[src/rtl/gfx_mem_arbiter.sv]
// Four-port read arbiter in front of a shared fixed-latency memory; port tags ride a shift register
// alongside each mem_rd. Define GFX_MEM_ARB_FIXED_PRIORITY_EN for fixed priority instead of round-robin.
module gfx_mem_arbiter #(
    parameter int unsigned BITS         = 16,
    parameter int unsigned ADDRESS_BITS = 16,
    parameter int unsigned MEM_LATENCY  = 2
) (
    input  logic                    CLK,
    input  logic                    RST,
    input  logic [ADDRESS_BITS-1:0] spcon_memory_address,
    input  logic [ADDRESS_BITS-1:0] bg0_memory_address,
    input  logic [ADDRESS_BITS-1:0] bg1_memory_address,
    input  logic [ADDRESS_BITS-1:0] ov_memory_address,
    input  logic                    spcon_rvalid,
    input  logic                    bg0_rvalid,
    input  logic                    bg1_rvalid,
    input  logic                    ov_rvalid,
    output logic                    spcon_rready,
    output logic                    bg0_rready,
    output logic                    bg1_rready,
    output logic                    ov_rready,
    output logic [BITS-1:0]         spcon_memory_data,
    output logic [BITS-1:0]         bg0_memory_data,
    output logic [BITS-1:0]         bg1_memory_data,
    output logic [BITS-1:0]         ov_memory_data,
    output logic [ADDRESS_BITS-1:0] mem_addr,
    output logic                    mem_rd,
    input  logic                    mem_ready,
    input  logic [BITS-1:0]         mem_rdata
);

    logic [ADDRESS_BITS-1:0] w_addr [4];
    logic [3:0]              w_req;
    logic [3:0]              w_elig;
    logic                    w_gnt_vld;
    logic [1:0]              w_gnt_tag;
    logic [3:0]              w_gnt_oh;
    logic [3:0]              w_rready;

    logic [3:0]              r_busy;
    logic [ADDRESS_BITS-1:0] r_mem_addr;
    logic                    r_mem_rd;
    logic [1:0]              r_mem_tag;
    logic                    r_pipe_vld [MEM_LATENCY];
    logic [1:0]              r_pipe_tag [MEM_LATENCY];
    logic [BITS-1:0]         r_hold     [4];
`ifndef GFX_MEM_ARB_FIXED_PRIORITY_EN
    logic [1:0]              r_ptr;
    logic [1:0]              w_idx;
`endif

    assign w_addr[0] = spcon_memory_address;
    assign w_addr[1] = bg0_memory_address;
    assign w_addr[2] = bg1_memory_address;
    assign w_addr[3] = ov_memory_address;
    assign w_req     = {ov_rvalid, bg1_rvalid, bg0_rvalid, spcon_rvalid};
    assign w_elig    = w_req & ~r_busy;

    // Loops run high to low so the last hit (lowest search position) wins.
    always_comb begin
        w_gnt_vld = 1'b0;
        w_gnt_tag = 2'd0;
`ifdef GFX_MEM_ARB_FIXED_PRIORITY_EN
        if (mem_ready) begin
            for (int i = 3; i >= 0; i--) begin
                if (w_elig[i]) begin
                    w_gnt_vld = 1'b1;
                    w_gnt_tag = 2'(i);
                end
            end
        end
`else
        w_idx = 2'd0;
        if (mem_ready) begin
            for (int i = 3; i >= 0; i--) begin
                w_idx = r_ptr + 2'(i) + 2'd1;
                if (w_elig[w_idx]) begin
                    w_gnt_vld = 1'b1;
                    w_gnt_tag = w_idx;
                end
            end
        end
`endif
    end

    assign w_gnt_oh = w_gnt_vld ? (4'b0001 << w_gnt_tag) : 4'b0000;
    assign w_rready = r_pipe_vld[MEM_LATENCY-1] ? (4'b0001 << r_pipe_tag[MEM_LATENCY-1]) : 4'b0000;

    always_ff @(posedge CLK) begin
        if (RST) begin
            r_busy     <= 4'b0000;
            r_mem_addr <= '0;
            r_mem_rd   <= 1'b0;
            r_mem_tag  <= 2'd0;
`ifndef GFX_MEM_ARB_FIXED_PRIORITY_EN
            r_ptr      <= 2'd3;
`endif
            for (int i = 0; i < int'(MEM_LATENCY); i++) begin
                r_pipe_vld[i] <= 1'b0;
                r_pipe_tag[i] <= 2'd0;
            end
            for (int i = 0; i < 4; i++) begin
                r_hold[i] <= '0;
            end
        end else begin
            r_busy    <= (r_busy & ~w_rready) | w_gnt_oh;
            r_mem_rd  <= w_gnt_vld;
            r_mem_tag <= w_gnt_tag;
            if (w_gnt_vld) begin
                r_mem_addr <= w_addr[w_gnt_tag];
`ifndef GFX_MEM_ARB_FIXED_PRIORITY_EN
                r_ptr      <= w_gnt_tag;
`endif
            end
            // Tag enters the pipe the cycle mem_rd is on the bus; it emerges with mem_rdata.
            r_pipe_vld[0] <= r_mem_rd;
            r_pipe_tag[0] <= r_mem_tag;
            for (int i = 1; i < int'(MEM_LATENCY); i++) begin
                r_pipe_vld[i] <= r_pipe_vld[i-1];
                r_pipe_tag[i] <= r_pipe_tag[i-1];
            end
            for (int i = 0; i < 4; i++) begin
                if (w_rready[i]) begin
                    r_hold[i] <= mem_rdata;
                end
            end
        end
    end

    assign mem_addr          = r_mem_addr;
    assign mem_rd            = r_mem_rd;
    assign spcon_rready      = w_rready[0];
    assign bg0_rready        = w_rready[1];
    assign bg1_rready        = w_rready[2];
    assign ov_rready         = w_rready[3];
    assign spcon_memory_data = w_rready[0] ? mem_rdata : r_hold[0];
    assign bg0_memory_data   = w_rready[1] ? mem_rdata : r_hold[1];
    assign bg1_memory_data   = w_rready[2] ? mem_rdata : r_hold[2];
    assign ov_memory_data    = w_rready[3] ? mem_rdata : r_hold[3];

endmodule
[config.mk]
export PLATFORM = sky130hd
export DESIGN_NAME = gfx_mem_arbiter
export DESIGN_NICKNAME = d
export VERILOG_FILES = /design/src/rtl/gfx_mem_arbiter.sv
export SDC_FILE = /design/constraint.sdc
export NUM_CORES = 1
export LEC_CHECK = 0
export ABC_AREA = 1
export CAP_MARGIN = 20
export CORE_MARGIN = 1.5
export CORE_UTILIZATION = 50
export CTS_CLUSTER_SIZE = 12
export DETAILED_ROUTE_END_ITERATION = 6
export PLACE_DENSITY = 0.95
export SLEW_MARGIN = 10
export SYNTH_ARGS = -nofsm -noshare
export SYNTH_HDL_FRONTEND = slang
export SYNTH_SLANG_ARGS = --single-unit
[constraint.sdc]
create_clock -name CLK -period 3.05 [get_ports CLK]
set_input_delay 0.305 -clock CLK [delete_from_list [all_inputs] [get_ports CLK]]
set_output_delay 0.305 -clock CLK [all_outputs]
set_load 0.1 [all_outputs]
# [Word level (Yosys, flattened, before mapping)]
# Memory sizes are Yosys's and may differ from the RTL's.
# Index checks and enable logic that the tools add are counted.
[totals] n_memories=3 wordCells=85 ramBits=70 output_inout_bits=85 in_bits=87 reg_bits=25
[mem_list] memory="r_hold" words=4 word_bits=16 rd=4 rd_clocked_by_memory_dff=0 wr=4 line_no="46" source="logic [BITS-1:0] r_hold [4];"
[mem_list] memory="r_pipe_tag" words=2 word_bits=2 rd=2 rd_clocked_by_memory_dff=0 wr=2 line_no="45" source="logic [1:0] r_pipe_tag [MEM_LATENCY];"
[mem_list] memory="r_pipe_vld" words=2 word_bits=1 rd=2 rd_clocked_by_memory_dff=0 wr=2 line_no="44" source="logic r_pipe_vld [MEM_LATENCY];"
[op_classes] n_mux=50 n_bitwise=14 magnitude_cmp=5 addsub=6 shift=2
[op_table] op="16-bit 2-to-1 mux" n=10
[op_table] op="16-bit binary-select mux with 2-bit select" n=1
[op_table] op="1-bit 2-to-1 mux" n=26
[op_table] op="2-bit 2-to-1 mux" n=7
[op_table] op="2-bit by 3-bit < comparator with 1-bit output, second input constant" n=4
[op_table] op="2-bit by 1-bit adder with 2-bit output, second input constant" n=4
[op_table] op="4-bit AND" n=2
[op_table] op="1-bit binary-select mux with 2-bit select" n=4
[op_table] op="4-bit 2-to-1 mux" n=2
[op_table] op="4-bit NOT" n=2
[op_table] op="1-bit OR" n=8
[op_table] op="1-bit by 2-bit left shift with 4-bit output, first input constant" n=2
[op_table] op="2-bit adder, second input constant" n=2
[op_table] op="4-bit OR" n=1
[op_table] op="3-bit >= comparator, second input constant" n=1
[op_table] op="2-bit NOT with 3-bit output" n=1

# [Logic depth before layout (Yosys ltp)]
[logic_depth] ltp_word=13 depth_mapped=17 ltp_nobuf=15

# [Least setup slack after synthesis]
# Ideal clock, no wire load.
[synth_path] kind="reg2out" from="memory r_pipe_tag[1][0] (netlist: r_pipe_tag[0][2])" to="output port ov_memory_data[15]" t_required_ps=2745 setup_slack_ps=-2605 n_path_buf=1 stages_incl_launch_ff=6 t_arrival_ps=5350 cell_sequence="dfxtp_1 inv_1 nor3_1 inv_1 clkbuf_1 o21ai_0"
[synth_lines] item="start, declared" line_no="45"
[synth_lines] item="end, declared" line_no="25" source="output logic [BITS-1:0] ov_memory_data,"

==> reports/metrics.yaml <==
maxCapViolCount: 0
synth.mux.area_fraction_pct: 0
cts_made_buffers: 9
cts.sinks: 95
antenna_found_initial: 0
rsz0062_at_grt: "false"
syn_area_mm2: 0.00510
numPlacedInstances: 937
worstPathRequired_ns: 2.74
place.gp.congestion: 0.930
route.met3.wl_um: 1080
route.detailed.drc: 0
routedLengthMet1_um: 5990
min-delay-start: "r_pipe_vld[0][0]"
first_global_vias: 4932
overflow: 0
clockBufferDepth: 2
leak_pwr_uw: 0.00347
cts_post_setup_buffers_inserted: 0
tritoncts: "yes"
place_worst_setup_slack_ns: 0.500
yosys.area_share.xor_xnor_pct: 0
first_pass_grt_wire_length_um: 24500
i_o_pin_total: 172
critPathLaunch: "r_pipe_tag[0][2]"
wl_per_cell_um: 16.0
adder_cell_share_of_the_synthesized_area_pct: 0
critical_path.startpoint_type: "flip-flop"
final_critical_path_setup_slack_ns: 0.403
n_antenna_cell: 0
final.period_utilization_pct: 86.8
top_signal_layer_used: "met4"
grt_start_max_net_pins: 35
synth.avg_cell_area_um2: 7.74
worst_hold_path_type: "flip-flop to flip-flop"
yosys-top-cells-area: "sky130_fd_sc_hd__edfxtp_1 (38%), sky130_fd_sc_hd__dfxtp_1 (12%), sky130_fd_sc_hd__nand2_1 (8.8%)"
clk-insertion-delay-late_ns: 0.37
syn_inst: 659
die_h_um: 104
relSlewSlack_pct: 33.8
numPortBuffers: 171
drive_above_1_share_pct: 23.6
synth_compound_gate_area_share_pct: 7.56
mapped_nets: 746
num-nets-final: 905
cp.arrival_ns: 2.34
worstReg2RegStart: "r_ptr[0]"
route.vias.total: 5106
core-area_mm2: 0.00982
met2RoutedLength_um: 7750
crit_type: "flip-flop to output port"
ant_nets: 0
yosys.cell_types.count: 29
critPathCaptureType: "output port"
final_max_slew_viol_count: 0
seq_area_frac_synth_pct: 49.9
result_of_the_run: "finished, final reports clean"
drt-initial-drc-count: 410
synth_top_area_cell: "sky130_fd_sc_hd__edfxtp_1"
detailed_place_hpwl_um: 11400
synth-simple-area-share_pct: 31.3
cts-root-buf: "sky130_fd_sc_hd__clkbuf_8"
hold_viol_final: 0
fp.dieArea_mm2: 0.0108
postCtsResizedCells: 0
largest_family_of_logic_cells_by_synthesized_area: "simple AND/OR/NAND/NOR gates"
yosys_register_bits: 95
drt_pass1_iterations: 5
start_util_pct: 51.9
path_max_fanout: 26
powerDensity_mw_per_mm2: 694
clk_pin_slew_worst_paths_ns: 0.10
cts.htree.levels: 3
fin_worst_skew_ns: 0.0140
worstMarginPinSlew_ns: 0.990
areaGrowthSynthToFinish_pct: 46.9
maximum_resistive_drop_on_vdd_mv: 0.567
yosys.area.top_type_share_pct: 37.7
fp-row-count: 36
yosys_warnings: 0
finish.cell_count_without_fillers: 956
post_layout_min_period_ns: 2.65
final_setup_violating_endpoints: 0
cts_hold_buffers: 0
vias_per_cell: 5.34
fp.dieW_um: 104
gr-usage-all-layers_pct: 28.1
wl_um: 15200
max_freq_ghz: 0.378
[per-stage QoR]
stage                     hold WS, ns  power (uW)  util [%]  TNS [ns]  area, um2
after floorplan                 0.388        3800         -    -27.52       5360
after global placement          0.390        4320      73.5         0       7210
after detailed placement        0.395        4360      73.5         0       7210
after CTS                       0.409        5170      75.5         0       7410
after global routing            0.420        5480      76.3         0       7490
final                           0.406        5200      76.3         0       7490
[per-layer routing]
metal	vias up	track usage (%)
met3	34	4.57
met1	2377	34.8
met4	0	11.2
li1	2443	-
met2	252	48.8
met5	-	0
[cells by family (layout without fill, tap and decap cells)]
| group | Yosys count | count (layout) |
|---|---|---|
| compound gates | 71 | 71 |
| buf+inv | 141 | 305 |
| flops | 95 | 95 |
| simple gates | 352 | 352 |
[flip-flops by register name, indices dropped and copies added (netlist names)]
name,flops
mem_addr,16
mem_rd,1
r_busy,4
r_hold,64
r_mem_tag,2
r_pipe_tag,4
r_pipe_vld,2
r_ptr,2
[layout make-up]
type,instances,area (um2)
Sequential cell,95,2540
Tap cell,133,166
Fill cell,701,2330
Inverter,106,405
Multi-Input combinational cell,423,2240
Clock inverter,6,46.3
Timing Repair Buffer,183,1940
Clock buffer,10,149
[cell usage after synthesis]
library cell	number
sky130_fd_sc_hd__a21oi_4	1
sky130_fd_sc_hd__buf_1	4
sky130_fd_sc_hd__buf_2	5
sky130_fd_sc_hd__buf_4	4
sky130_fd_sc_hd__buf_6	2
sky130_fd_sc_hd__clkbuf_1	20
sky130_fd_sc_hd__clkinv_1	3
sky130_fd_sc_hd__dfxtp_1	31
sky130_fd_sc_hd__edfxtp_1	64
sky130_fd_sc_hd__inv_1	100
sky130_fd_sc_hd__inv_2	2
sky130_fd_sc_hd__inv_8	1
sky130_fd_sc_hd__nand2_1	119
sky130_fd_sc_hd__nand2_2	8
sky130_fd_sc_hd__nand2_4	3
sky130_fd_sc_hd__nand3_1	87
sky130_fd_sc_hd__nand3_2	4
sky130_fd_sc_hd__nand3_4	1
sky130_fd_sc_hd__nand3b_1	16
sky130_fd_sc_hd__nand4_2	2
sky130_fd_sc_hd__nor2_1	106
sky130_fd_sc_hd__nor2_2	1
sky130_fd_sc_hd__nor3_1	5
sky130_fd_sc_hd__o211ai_1	1
sky130_fd_sc_hd__o21ai_0	64
sky130_fd_sc_hd__o21ai_1	1
sky130_fd_sc_hd__o22ai_1	2
sky130_fd_sc_hd__o31ai_1	1
sky130_fd_sc_hd__o32ai_2	1
[path summary, 6_finish.rpt]
| check | cells past startpoint | slack [ns] | to |
|---|---|---|---|
| worst min-delay path | 2 | 0.41 | r_pipe_vld[0][1] |
| worst min register to register | 2 | 0.41 | r_pipe_vld[0][1] |
| worst max register to register | 12 | 0.58 | mem_addr[2] |
| worst max-delay path | 6 | 0.40 | bg0_memory_data[5] |
[worst max-delay path, stage by stage, from the launching register on]
cell and delay, ns:
sky130_fd_sc_hd__dfxtp_1 0.39, sky130_fd_sc_hd__inv_1 0.09, sky130_fd_sc_hd__nor3_2 0.33, sky130_fd_sc_hd__clkinv_1 0.41, sky130_fd_sc_hd__buf_16 0.30, sky130_fd_sc_hd__o21ai_2 0.14
sky130_fd_sc_hd__buf_4 0.31
[where the power goes]
part | internal [uW] | leakage [uW] | switching, uW
clock network | 358 | 0.000105 | 468
logic | 731 | 0.00245 | 2000
registers | 1530 | 0.000918 | 109
total | 2620 | 0.00347 | 2580
[layout by cell type, fill, tap and decap left out, types with 2 or more instances in the layout]
master                            synthesis  final
sky130_fd_sc_hd__buf_12                   0     21
sky130_fd_sc_hd__inv_2                    2      2
sky130_fd_sc_hd__clkdlybuf4s50_1          0     97
sky130_fd_sc_hd__nand4_2                  2      2
sky130_fd_sc_hd__buf_16                   0      3
sky130_fd_sc_hd__nand2_2                  8      8
sky130_fd_sc_hd__clkbuf_8                 0      9
sky130_fd_sc_hd__nand2_4                  3      3
sky130_fd_sc_hd__nand3_1                 87     87
sky130_fd_sc_hd__o22ai_1                  2      2
sky130_fd_sc_hd__inv_6                    0      2
sky130_fd_sc_hd__inv_1                  100     99
sky130_fd_sc_hd__nor3_2                   0      4
sky130_fd_sc_hd__o21ai_2                  0     64
sky130_fd_sc_hd__nand3_2                  4      4
sky130_fd_sc_hd__dfxtp_1                 31     31
sky130_fd_sc_hd__nand3b_1                16     16
sky130_fd_sc_hd__inv_4                    0      2
sky130_fd_sc_hd__inv_8                    1      2
sky130_fd_sc_hd__nor2_1                 106    106
sky130_fd_sc_hd__clkinv_1                 3      4
sky130_fd_sc_hd__edfxtp_1                64     64
sky130_fd_sc_hd__nand2_1                119    119
sky130_fd_sc_hd__buf_4                    4     62
(Power assumes the default switching activity.)
